## src/rtl/reflet_timer_pkg.sv

```systemverilog
// Shared register map, CTRL layout and decode constants for the Reflet bus timer.
package reflet_timer_pkg;

    // Register indices as seen through the word-aligned decode window
    typedef enum logic [2:0] {
        REG_CTRL   = 3'd0,
        REG_PRESC  = 3'd1,
        REG_CMP    = 3'd2,
        REG_COUNT  = 3'd3,
        REG_STATUS = 3'd4
    } reg_idx_t;

    localparam int NUM_REGS = 5;

    // CTRL bit positions
    localparam int CTRL_EN_BIT       = 0;
    localparam int CTRL_AUTO_BIT     = 1;
    localparam int CTRL_IRQ_EN_BIT   = 2;
    localparam int CTRL_IRQ_LINE_LO  = 3;
    localparam int CTRL_IRQ_LINE_HI  = 4;
    localparam int CTRL_WIDTH        = 5;

    // Packed view of CTRL; the field order places en at bit 0 and irq_line at [4:3]
    typedef struct packed {
        logic [1:0] irq_line;
        logic       irq_en;
        logic       auto_reload;
        logic       en;
    } ctrl_t;

    // STATUS bit positions
    localparam int STATUS_MATCH_BIT = 0;

endpackage

```

## src/rtl/reflet_timer_prescaler.sv

```systemverilog
// Prescaler: counts 0..limit while enabled and pulses tick on the terminal count.
module reflet_timer_prescaler
    import reflet_timer_pkg::*;
#(
    parameter int W = 16
) (
    input  logic         clk,
    input  logic         reset,
    input  logic         en_i,
    input  logic [W-1:0] limit_i,
    input  logic         clear_i,
    output logic         tick_o
);

    logic [W-1:0] cnt_q;
    logic [W-1:0] cnt_d;

    // Tick is decided on the current count so a limit of 0 ticks every enabled cycle
    assign tick_o = en_i && (cnt_q == limit_i);

    // Next count: clear has priority, otherwise wrap on tick or advance while enabled
    always_comb begin
        cnt_d = cnt_q;
        if (clear_i) begin
            cnt_d = '0;
        end else if (en_i) begin
            if (cnt_q == limit_i) begin
                cnt_d = '0;
            end else begin
                cnt_d = cnt_q + 1'b1;
            end
        end
    end

    // Count register
    always_ff @(posedge clk) begin
        if (reset) begin
            cnt_q <= '0;
        end else begin
            cnt_q <= cnt_d;
        end
    end

endmodule

```

## src/rtl/reflet_timer_responder.sv

```systemverilog
// Memory-mapped timer on the Reflet bus: decode, register file, compare/reload logic and irq routing.
// Bus contract: no ready/valid; every access is answered with data_out one cycle after addr presents.
module reflet_timer_responder
    import reflet_timer_pkg::*;
#(
    parameter int                    wordsize  = 16,
    parameter logic [wordsize-1:0]   base_addr = {wordsize{1'b1}} - wordsize'(15)
) (
    input  logic                clk,
    input  logic                reset,
    input  logic [wordsize-1:0] addr,
    input  logic [wordsize-1:0] data_in,
    input  logic                write_en,
    output logic [wordsize-1:0] data_out,
    output logic [3:0]          irq
);

    localparam logic [wordsize-1:0] STRIDE = wordsize'(wordsize / 8);
    localparam logic [wordsize-1:0] NREGS  = wordsize'(NUM_REGS);

    ctrl_t               ctrl_q,  ctrl_d;
    logic [wordsize-1:0] presc_q, presc_d;
    logic [wordsize-1:0] cmp_q,   cmp_d;
    logic [wordsize-1:0] count_q, count_d;
    logic                match_q, match_d;
    logic [3:0]          irq_q,   irq_d;
    logic [wordsize-1:0] dout_q,  dout_d;

    logic [wordsize-1:0] offset;
    logic [wordsize-1:0] idx_full;
    logic                sel;
    reg_idx_t            idx;
    logic [wordsize-1:0] rd_word;
    logic                wr_ctrl, wr_presc, wr_cmp, wr_count, wr_status;
    logic                tick;
    logic                match_set;

    // Address decode: in-window, word-aligned addresses select one of the five registers
    always_comb begin
        offset   = addr - base_addr;
        idx_full = offset / STRIDE;
        sel      = (addr >= base_addr) && (idx_full < NREGS) && ((offset % STRIDE) == '0);
        idx      = reg_idx_t'(idx_full[2:0]);
    end

    assign wr_ctrl   = write_en && sel && (idx == REG_CTRL);
    assign wr_presc  = write_en && sel && (idx == REG_PRESC);
    assign wr_cmp    = write_en && sel && (idx == REG_CMP);
    assign wr_count  = write_en && sel && (idx == REG_COUNT);
    assign wr_status = write_en && sel && (idx == REG_STATUS);

    // Writing CTRL or PRESC restarts the prescaler so the first period after setup is full length
    reflet_timer_prescaler #(
        .W (wordsize)
    ) u_prescaler (
        .clk     (clk),
        .reset   (reset),
        .en_i    (ctrl_q.en),
        .limit_i (presc_q),
        .clear_i (wr_ctrl || wr_presc),
        .tick_o  (tick)
    );

    // Read mux: unused bits of CTRL and STATUS read as 0
    always_comb begin
        rd_word = '0;
        case (idx)
            REG_CTRL:   rd_word[CTRL_WIDTH-1:0] = ctrl_q;
            REG_PRESC:  rd_word = presc_q;
            REG_CMP:    rd_word = cmp_q;
            REG_COUNT:  rd_word = count_q;
            REG_STATUS: rd_word[STATUS_MATCH_BIT] = match_q;
            default:    rd_word = '0;
        endcase
    end

    // Next-state: counting first, then CPU writes override (write beats tick, set beats W1C)
    always_comb begin
        ctrl_d    = ctrl_q;
        presc_d   = presc_q;
        cmp_d     = cmp_q;
        count_d   = count_q;
        match_set = 1'b0;

        if (tick) begin
            if (count_q == cmp_q) begin
                match_set = 1'b1;
                if (ctrl_q.auto_reload) begin
                    count_d = '0;
                end else begin
                    ctrl_d.en = 1'b0;
                end
            end else begin
                count_d = count_q + 1'b1;
            end
        end

        if (wr_ctrl)  ctrl_d  = ctrl_t'(data_in[CTRL_WIDTH-1:0]);
        if (wr_presc) presc_d = data_in;
        if (wr_cmp)   cmp_d   = data_in;
        if (wr_count) count_d = data_in;

        match_d = match_q;
        if (wr_status && data_in[STATUS_MATCH_BIT]) match_d = 1'b0;
        if (match_set) match_d = 1'b1;

        // irq follows the next-state match/CTRL so it moves on the same edge they do
        irq_d = '0;
        if (match_d && ctrl_d.irq_en) irq_d[ctrl_d.irq_line] = 1'b1;

        dout_d = sel ? rd_word : '0;
    end

    // State registers
    always_ff @(posedge clk) begin
        if (reset) begin
            ctrl_q  <= '0;
            presc_q <= '0;
            cmp_q   <= '0;
            count_q <= '0;
            match_q <= 1'b0;
            irq_q   <= '0;
            dout_q  <= '0;
        end else begin
            ctrl_q  <= ctrl_d;
            presc_q <= presc_d;
            cmp_q   <= cmp_d;
            count_q <= count_d;
            match_q <= match_d;
            irq_q   <= irq_d;
            dout_q  <= dout_d;
        end
    end

    assign data_out = dout_q;
    assign irq      = irq_q;

endmodule
```

## config.mk

```make
export PLATFORM = sky130hd
export DESIGN_NAME = reflet_timer_responder
export DESIGN_NICKNAME = d
export VERILOG_FILES = /design/src/rtl/reflet_timer_pkg.sv /design/src/rtl/reflet_timer_prescaler.sv /design/src/rtl/reflet_timer_responder.sv
export SDC_FILE = /design/constraint.sdc
export NUM_CORES = 1
export LEC_CHECK = 0
export CORE_UTILIZATION = 30
export DETAILED_ROUTE_END_ITERATION = 7
export GPL_TIMING_DRIVEN = 0
export HOLD_SLACK_MARGIN = 0.1
export PLACE_DENSITY = 0.47
export SLEW_MARGIN = 10
export SYNTH_ARGS = -nofsm -noshare
export SYNTH_HDL_FRONTEND = slang
export SYNTH_SLANG_ARGS = --single-unit
```

## constraint.sdc

```tcl
create_clock -name clk -period 7 [get_ports clk]
set_clock_uncertainty 0.1 [all_clocks]
set_input_delay 2.1 -clock clk [delete_from_list [all_inputs] [get_ports clk]]
set_output_delay 2.1 -clock clk [all_outputs]
set_load 0.02 [all_outputs]
```

==> results of run 1 <==
==> how the worst max path moves through the flow <==
stage / slack (ps) / depth (start not counted) / endpoint
floorplan: 3040 / 8 / cmp_q[0]$_SDFFE_PP0P_
global placement: 2040 / 7 / count_q[3]$_SDFFE_PP0P_
detailed placement: 2040 / 7 / count_q[3]$_SDFFE_PP0P_
CTS: 2410 / 7 / count_q[3]$_SDFFE_PP0P_
global route: 2110 / 7 / count_q[3]$_SDFFE_PP0P_
finish: 2470 / 7 / count_q[3]$_SDFFE_PP0P_
==> logic make-up after synthesis <==
logic type | after synthesis
and+or+nand+nor | 233
adders and majority gates | 2
buffers and inverters | 39
AOI/OAI and AO/OA | 84
muxes | 27
DFF | 90
xor gates and xnor gates | 51
==> power breakdown <==
part | leakage [nW] | internal (W) | switching, W
logic | 0.981 | 0.0000207 | 0.0000282
clock network | 0.126 | 0.000253 | 0.000216
registers | 0.724 | 0.000512 | 0.00000000342
total | 1.83 | 0.000785 | 0.000245
==> sequential cells by signal (all words and copies together), names as in the netlist <==
register and cells:
cmp_q 16, count_q 16, ctrl_q 5, data_out 16, irq 4, match_q 1, presc_q 16, u_prescaler.cnt_q 16
==> worst max-delay path, cell delays in order <==
cell             delay [ps]
clkdlybuf4s50_1         400
nand4b_1                220
nor4_1                  820
a31oi_1                 450
nand4_1                 380
a2bb2oi_1               190
o21ai_0                  80
==> synth_stat cells, types with 10 or more instances <==
cell type	count	area [µm²]
nand4_1	12	75.1
nor2_1	41	154
clkbuf_1	22	82.6
a22oi_1	11	82.6
dfxtp_1	90	1800
mux2i_1	10	100
nand2_1	99	372
nand3_1	23	115
a21oi_1	41	205
mux2_2	12	135
xor2_1	28	245
xnor2_1	22	193
==> per-layer routing <==
metal,GRT usage,share of wire
met4,0.0404,0.0071
met1,0.250,0.48
met2,0.306,0.48
met3,0.0430,0.038
met5,0,0
==> final cells by class <==
class / count / area share
multi-input combinational: 397 / 0.459
sequential: 90 / 0.328
timing repair buffer: 50 / 0.0910
clock buffer: 13 / 0.0455
tap: 184 / 0.0419
buffer: 32 / 0.0253
inverter: 7 / 0.00478
clock inverter: 3 / 0.00432
==> through the flow <==
step	power (W)	worst slack, ps
detailed placement	0.000572	2040
CTS	0.00104	2410
global route	0.00107	2110
floorplan	0.000540	3040
global placement	0.000572	2040
finish	0.00103	2470
==> impl_results.md, run 1 <==
- Placed insts: 760
- Worst Tran Pin Value: 905 ps
- Register area share after synthesis: 0.401
- Post-layout util: 0.377
- Clock Pin Slew Worst Setup and Hold Paths: 70 ps
- Multi-input logic area: 0.00253 mm²
- 1st-iter DRT viols: 273
- Die area: 0.0155 mm²
- CP startpoint kind: primary input
- CTS Buffer Depth: 2
- Proportion of synthesized area in mux cells: 0.0774
- Post_cts resized: 0
- Post-route ant nets: 0
- Largest family of logic cells by synthesized area: simple AND/OR/NAND/NOR gates
- Slew Viols, Final: 0
- N_diodes: 0
- Kind of end point of the critical path: register
- Die span in y: 124 µm
- Status: finished, final reports clean
- R2R Setup Slk: 4120 ps
- CTS tree: done
- Pwr Density: 187 mW/mm²
- Hold Crit Class: register to register
- P&R area growth vs syn: 22.4%
- Die span in x: 124 µm
- Clock Latency Late Sink: 350 ps
- Total gr overflow: 0
- Post-CTS Setup Repair Bufs: 0
- Leakage power: 1.83 nW
- Post-synthesis adder-cell area fraction: 0.00557
- Clock net sink count: 90
- Post-Synth XOR/XNOR Area: 0.101
- Commonest non-fill, non-tap cells in the layout: nand2_1 (99), dfxtp_1 (90), clkdlybuf4s50_1 (50)
- Simple-gate share of the synthesized area: 0.259
- TritonCTS buffer count: 9
- Vias in the first global route: 4033
- Crit path max fanout: 7
- Core region area: 0.0146 mm²
- Drt total wl: 13900 µm
- Slew margin rel.: 0.391
- Setup crit start: addr[0]
- Final setup fails: 0
- Dpl hpwl: 10500 µm
- FF+latch count, synth: 90
- Commonest non-fill, non-tap cell in the layout: nand2_1
- CTS root buf: clkbuf_16
- Critical path class: primary input to register
- IO Port Bufs: 50
- Fmax: 221 MHz
- FF-to-FF path depth: 7
- Synth Area per Inst: 8.54 µm²
- Wire per inst: 17.9 µm
- Mapped Area: 0.00449 mm²
- Via/cell ratio: 5.08
- Fin area: 0.00550 mm²
- Hold Violations, Final: 0
- Residual DRC: 0
- Area after DPL: 0.00522 mm²
- Hold buffers post-CTS: 0
- Min cycle time layout: 4530 ps
- First-pass GRT wire length: 22400 µm
- TritonRoute pass-1 iters: 4
- Initial core utilization: 0.308
- Site Rows: 44
- Largest net degree at the start of global routing: 15
- Crit path DAT: 4650 ps
- RSZ-0062 raised after global routing: no
- H-tree depth: 3
- Setup TNS: 0 ps
- Cells after Synth: 526
- Crit share post-route: 0.647
- Syn Nets: 563
- Worst r2r src: presc_q[1]$_SDFFE_PP0P_
- Hold Slack: 380 ps
- DR vias: 3945
- Nets@finish: 624
- CP Data Required Time: 7120 ps
- Compound-gate portion of the synthesized area: 0.119
- Top_reg_cell synth: dfxtp_1
- Hold path startpoint: cmp_q[9]$_SDFFE_PP0P_
- Final std cells w/o fill: 776
- Worst r2r dst: u_prescaler.cnt_q[13]$_SDFFE_PP0P_
- Hold Path Sink: cmp_q[9]$_SDFFE_PP0P_
- I/O pin count: 55
- VDD IR-drop max: 0.124 mV
- Layout fillers: 1489
- Layout cells sized above 1: 0.0912
- Register area: 0.00180 mm²
- Total GRT Usage: 0.187
- Ys async rst share: 0
- Number of distinct library cells after synthesis: 53
- MaxCap Viol Count: 0
- Worst hold stages: 2
- EDFF count, synth: 0
- Initial antenna violation count: 0
- Routability cong.: 0.816
- Yosys Warn Count: 0
No activity file was read; power rests on OpenSTA's default activity.
==> inputs of run 2 (changes only) <==
- PLACE_DENSITY: 0.47 -> 0.49
- clock period: 7 -> 4 ns (I/O delays scaled with it)
==> run 2 against run 1 <==
Combinational power increased by 71%. First-iteration DRC count decreased by 15%. Critical path depth did not move. Core utilization up 0.42 points. Highest routed layer unchanged.
==> impl_results.md, run 2 (synthesized netlist as in run 1, its figures left out) <==
- CP Data Required Time: 4110 ps (was 7120 ps)
- Wire per inst: 17.0 µm (was 17.9 µm)
- Fmax: 269 MHz
- MaxCap Viol Count: 0 (unchanged)
- I/O pin count: 55 (unchanged)
- Pwr Density: 350 mW/mm² (was 187 mW/mm²)
- Crit share post-route: 0.930
- Commonest non-fill, non-tap cells in the layout: nand2_1 (99), dfxtp_1 (90), clkdlybuf4s50_1 (50) (unchanged)
- Sw Pwr: 0.000403 W (was 0.000245 W)
- Crit path max fanout: 7 (unchanged)
- Total gr overflow: 0 (unchanged)
- Worst setup margin: 278 ps (was 2470 ps)
- Nets@finish: 624 (unchanged)
- DR vias: 3908 (was 3945)
- Critical path's slowest cell: nor4_1 (unchanged)
- Worst Tran Pin Value: 980 ps (was 905 ps)
- Core region area: 0.0146 mm² (unchanged)
- Logic gate share of total power: 0.043 (was 0.048)
- Hold Crit Class: register to register (unchanged)
- Slew margin rel.: 0.341 (was 0.391)
- Die area: 0.0155 mm² (unchanged)
- Post_cts resized: 0 (unchanged)
- Layout cells sized above 1: 0.0929 (was 0.0912)
- Dpl hpwl: 10100 µm (was 10500 µm)
- Hold Violations, Final: 0 (unchanged)
- Switching part of the total: 0.207 (was 0.238)
- CTS Buffer Depth: 2 (unchanged)
- Final setup fails: 0 (unchanged)
- RSZ-0062 raised after global routing: no (unchanged)
- First-pass GRT wire length: 21300 µm (was 22400 µm)
- TritonRoute pass-1 iters: 4 (unchanged)
- TritonCTS buffer count: 9 (unchanged)
- Die span in x: 124 µm (unchanged)
- R2R Setup Slk: 1160 ps (was 4120 ps)
- Via/cell ratio: 5.04 (was 5.08)
- Largest net degree at the start of global routing: 15 (unchanged)
- Hold buffers post-CTS: 0 (unchanged)
- Min cycle time layout: 3720 ps
- Commonest non-fill, non-tap cell in the layout: nand2_1 (unchanged)
- Total design power: 0.00195 W (was 0.00103 W)
- P&R area growth vs syn: 23.7% (was 22.4%)
- Status: finished, final reports clean (unchanged)
- VDD IR-drop max: 0.208 mV (was 0.124 mV)
- Clk pwr share: 0.497 (was 0.456)
- Cell-internal power: 0.00154 W (was 0.000785 W)
- CP Cell Sequence: clkdlybuf4s50_1 > nand4b_1 > nor4_1 > a31oi_1 > nand4_1 > a2bb2oi_1 > o21ai_0 (unchanged)
- Post-CTS Setup Repair Bufs: 0 (unchanged)
- Residual DRC: 0 (unchanged)
- CTS root buf: clkbuf_16 (unchanged)
- Clock Latency Late Sink: 350 ps (about the same)
- IO Port Bufs: 50 (unchanged)
- Crit path DAT: 3840 ps (was 4650 ps)
- Vias in the first global route: 3927 (was 4033)
- Sequential Power Share: 0.461 (was 0.497)
- Clock Pin Slew Worst Setup and Hold Paths: 60 ps (was 70 ps)
- Place WS: -86.3 ps (was 2040 ps)
- Peak per-stage delay on the critical path: 760 ps (was 820 ps)
- Site Rows: 44 (unchanged)
- Initial core utilization: 0.308 (unchanged)
- Die span in y: 124 µm (unchanged)
- CP startpoint kind: primary input (unchanged)
- Routability cong.: 0.825 (was 0.816)
- N_diodes: 0 (unchanged)
- Initial antenna violation count: 0 (unchanged)
- Leakage power: 1.87 nW (was 1.83 nW)
- 1st-iter DRT viols: 231 (was 273)
- Kind of end point of the critical path: register (unchanged)
- Critical path class: primary input to register (unchanged)
- Total GRT Usage: 0.177 (was 0.187)
- Drt total wl: 13200 µm (was 13900 µm)
- Post-route ant nets: 0 (unchanged)
- Clock net sink count: 90 (unchanged)
- Slew Viols, Final: 0 (unchanged)
- CTS tree: done (unchanged)
- H-tree depth: 3 (unchanged)
-- run 2: cell types whose count changed in the layout (fill, tap and decap cells not counted), sizes merged --
cell,before,now
clkinvlp,2,1
clkinv,0,1
bufinv,0,3
clkbuf,35,33
inv,8,7
-- run 2: worst max-delay path: cells and delay by family --
kind,cells,cell delay [ps]
AO/OA/AOI/OAI,3,760
buffers and inverters,1,510
AND/OR/NAND/NOR,3,1370
-- run 2: final timing paths --
check                          start  depth (start not counted)                                  to
max                          addr[3]                          7             count_q[3]$_SDFFE_PP0P_
max reg2reg  presc_q[1]$_SDFFE_PP0P_                          7  u_prescaler.cnt_q[14]$_SDFFE_PP0P_
min reg2reg    cmp_q[8]$_SDFFE_PP0P_                          2               cmp_q[8]$_SDFFE_PP0P_
min            cmp_q[8]$_SDFFE_PP0P_                          2               cmp_q[8]$_SDFFE_PP0P_
-- run 2: final cells by class --
cell class | instances | area, µm²
plain buffers | 32 | 139
clock buffers | 11 | 233
clock inverters | 5 | 103
fillers | 1448 | 9030
inverters | 7 | 26.3
multi-input cells | 397 | 2530
flip-flops and latches | 90 | 1800
well taps | 184 | 230
repair buffers | 50 | 500
-- run 2: routing by layer --
layer  share of wire  global-route usage  vias to the layer above  wire [µm]
li1                -                   -                     1958          -
met1            0.46               0.242                     1864       6130
met2            0.47               0.278                       75       6270
met3           0.048              0.0271                       11        628
met4           0.013              0.0737                        0        173
met5               0                   0                        -          0
-- run 2: metrics by stage --
step            util  std cells  instance area, µm²  setup TNS, ps  hold slack [ps]
3_5_place_dp   0.358        760                5220           -141              372
6_report       0.381        776                5560              0              380
2_1_floorplan      -        526                4490              0              353
3_3_place_gp   0.358        760                5220          -68.9              364
5_1_grt        0.381        776                5560              0              401
4_1_cts        0.381        776                5560              0              380
-- run 2: power groups by stage --
stage	Sequential, W	Clock (W)	Combinational, W
2_1_floorplan	0.000916	0	0.0000289
3_3_place_gp	0.000916	0	0.0000839
3_5_place_dp	0.000916	0	0.0000838
4_1_cts	0.000896	0.000984	0.0000842
5_1_grt	0.000895	0.00103	0.0000899
6_report	0.000896	0.000966	0.0000834
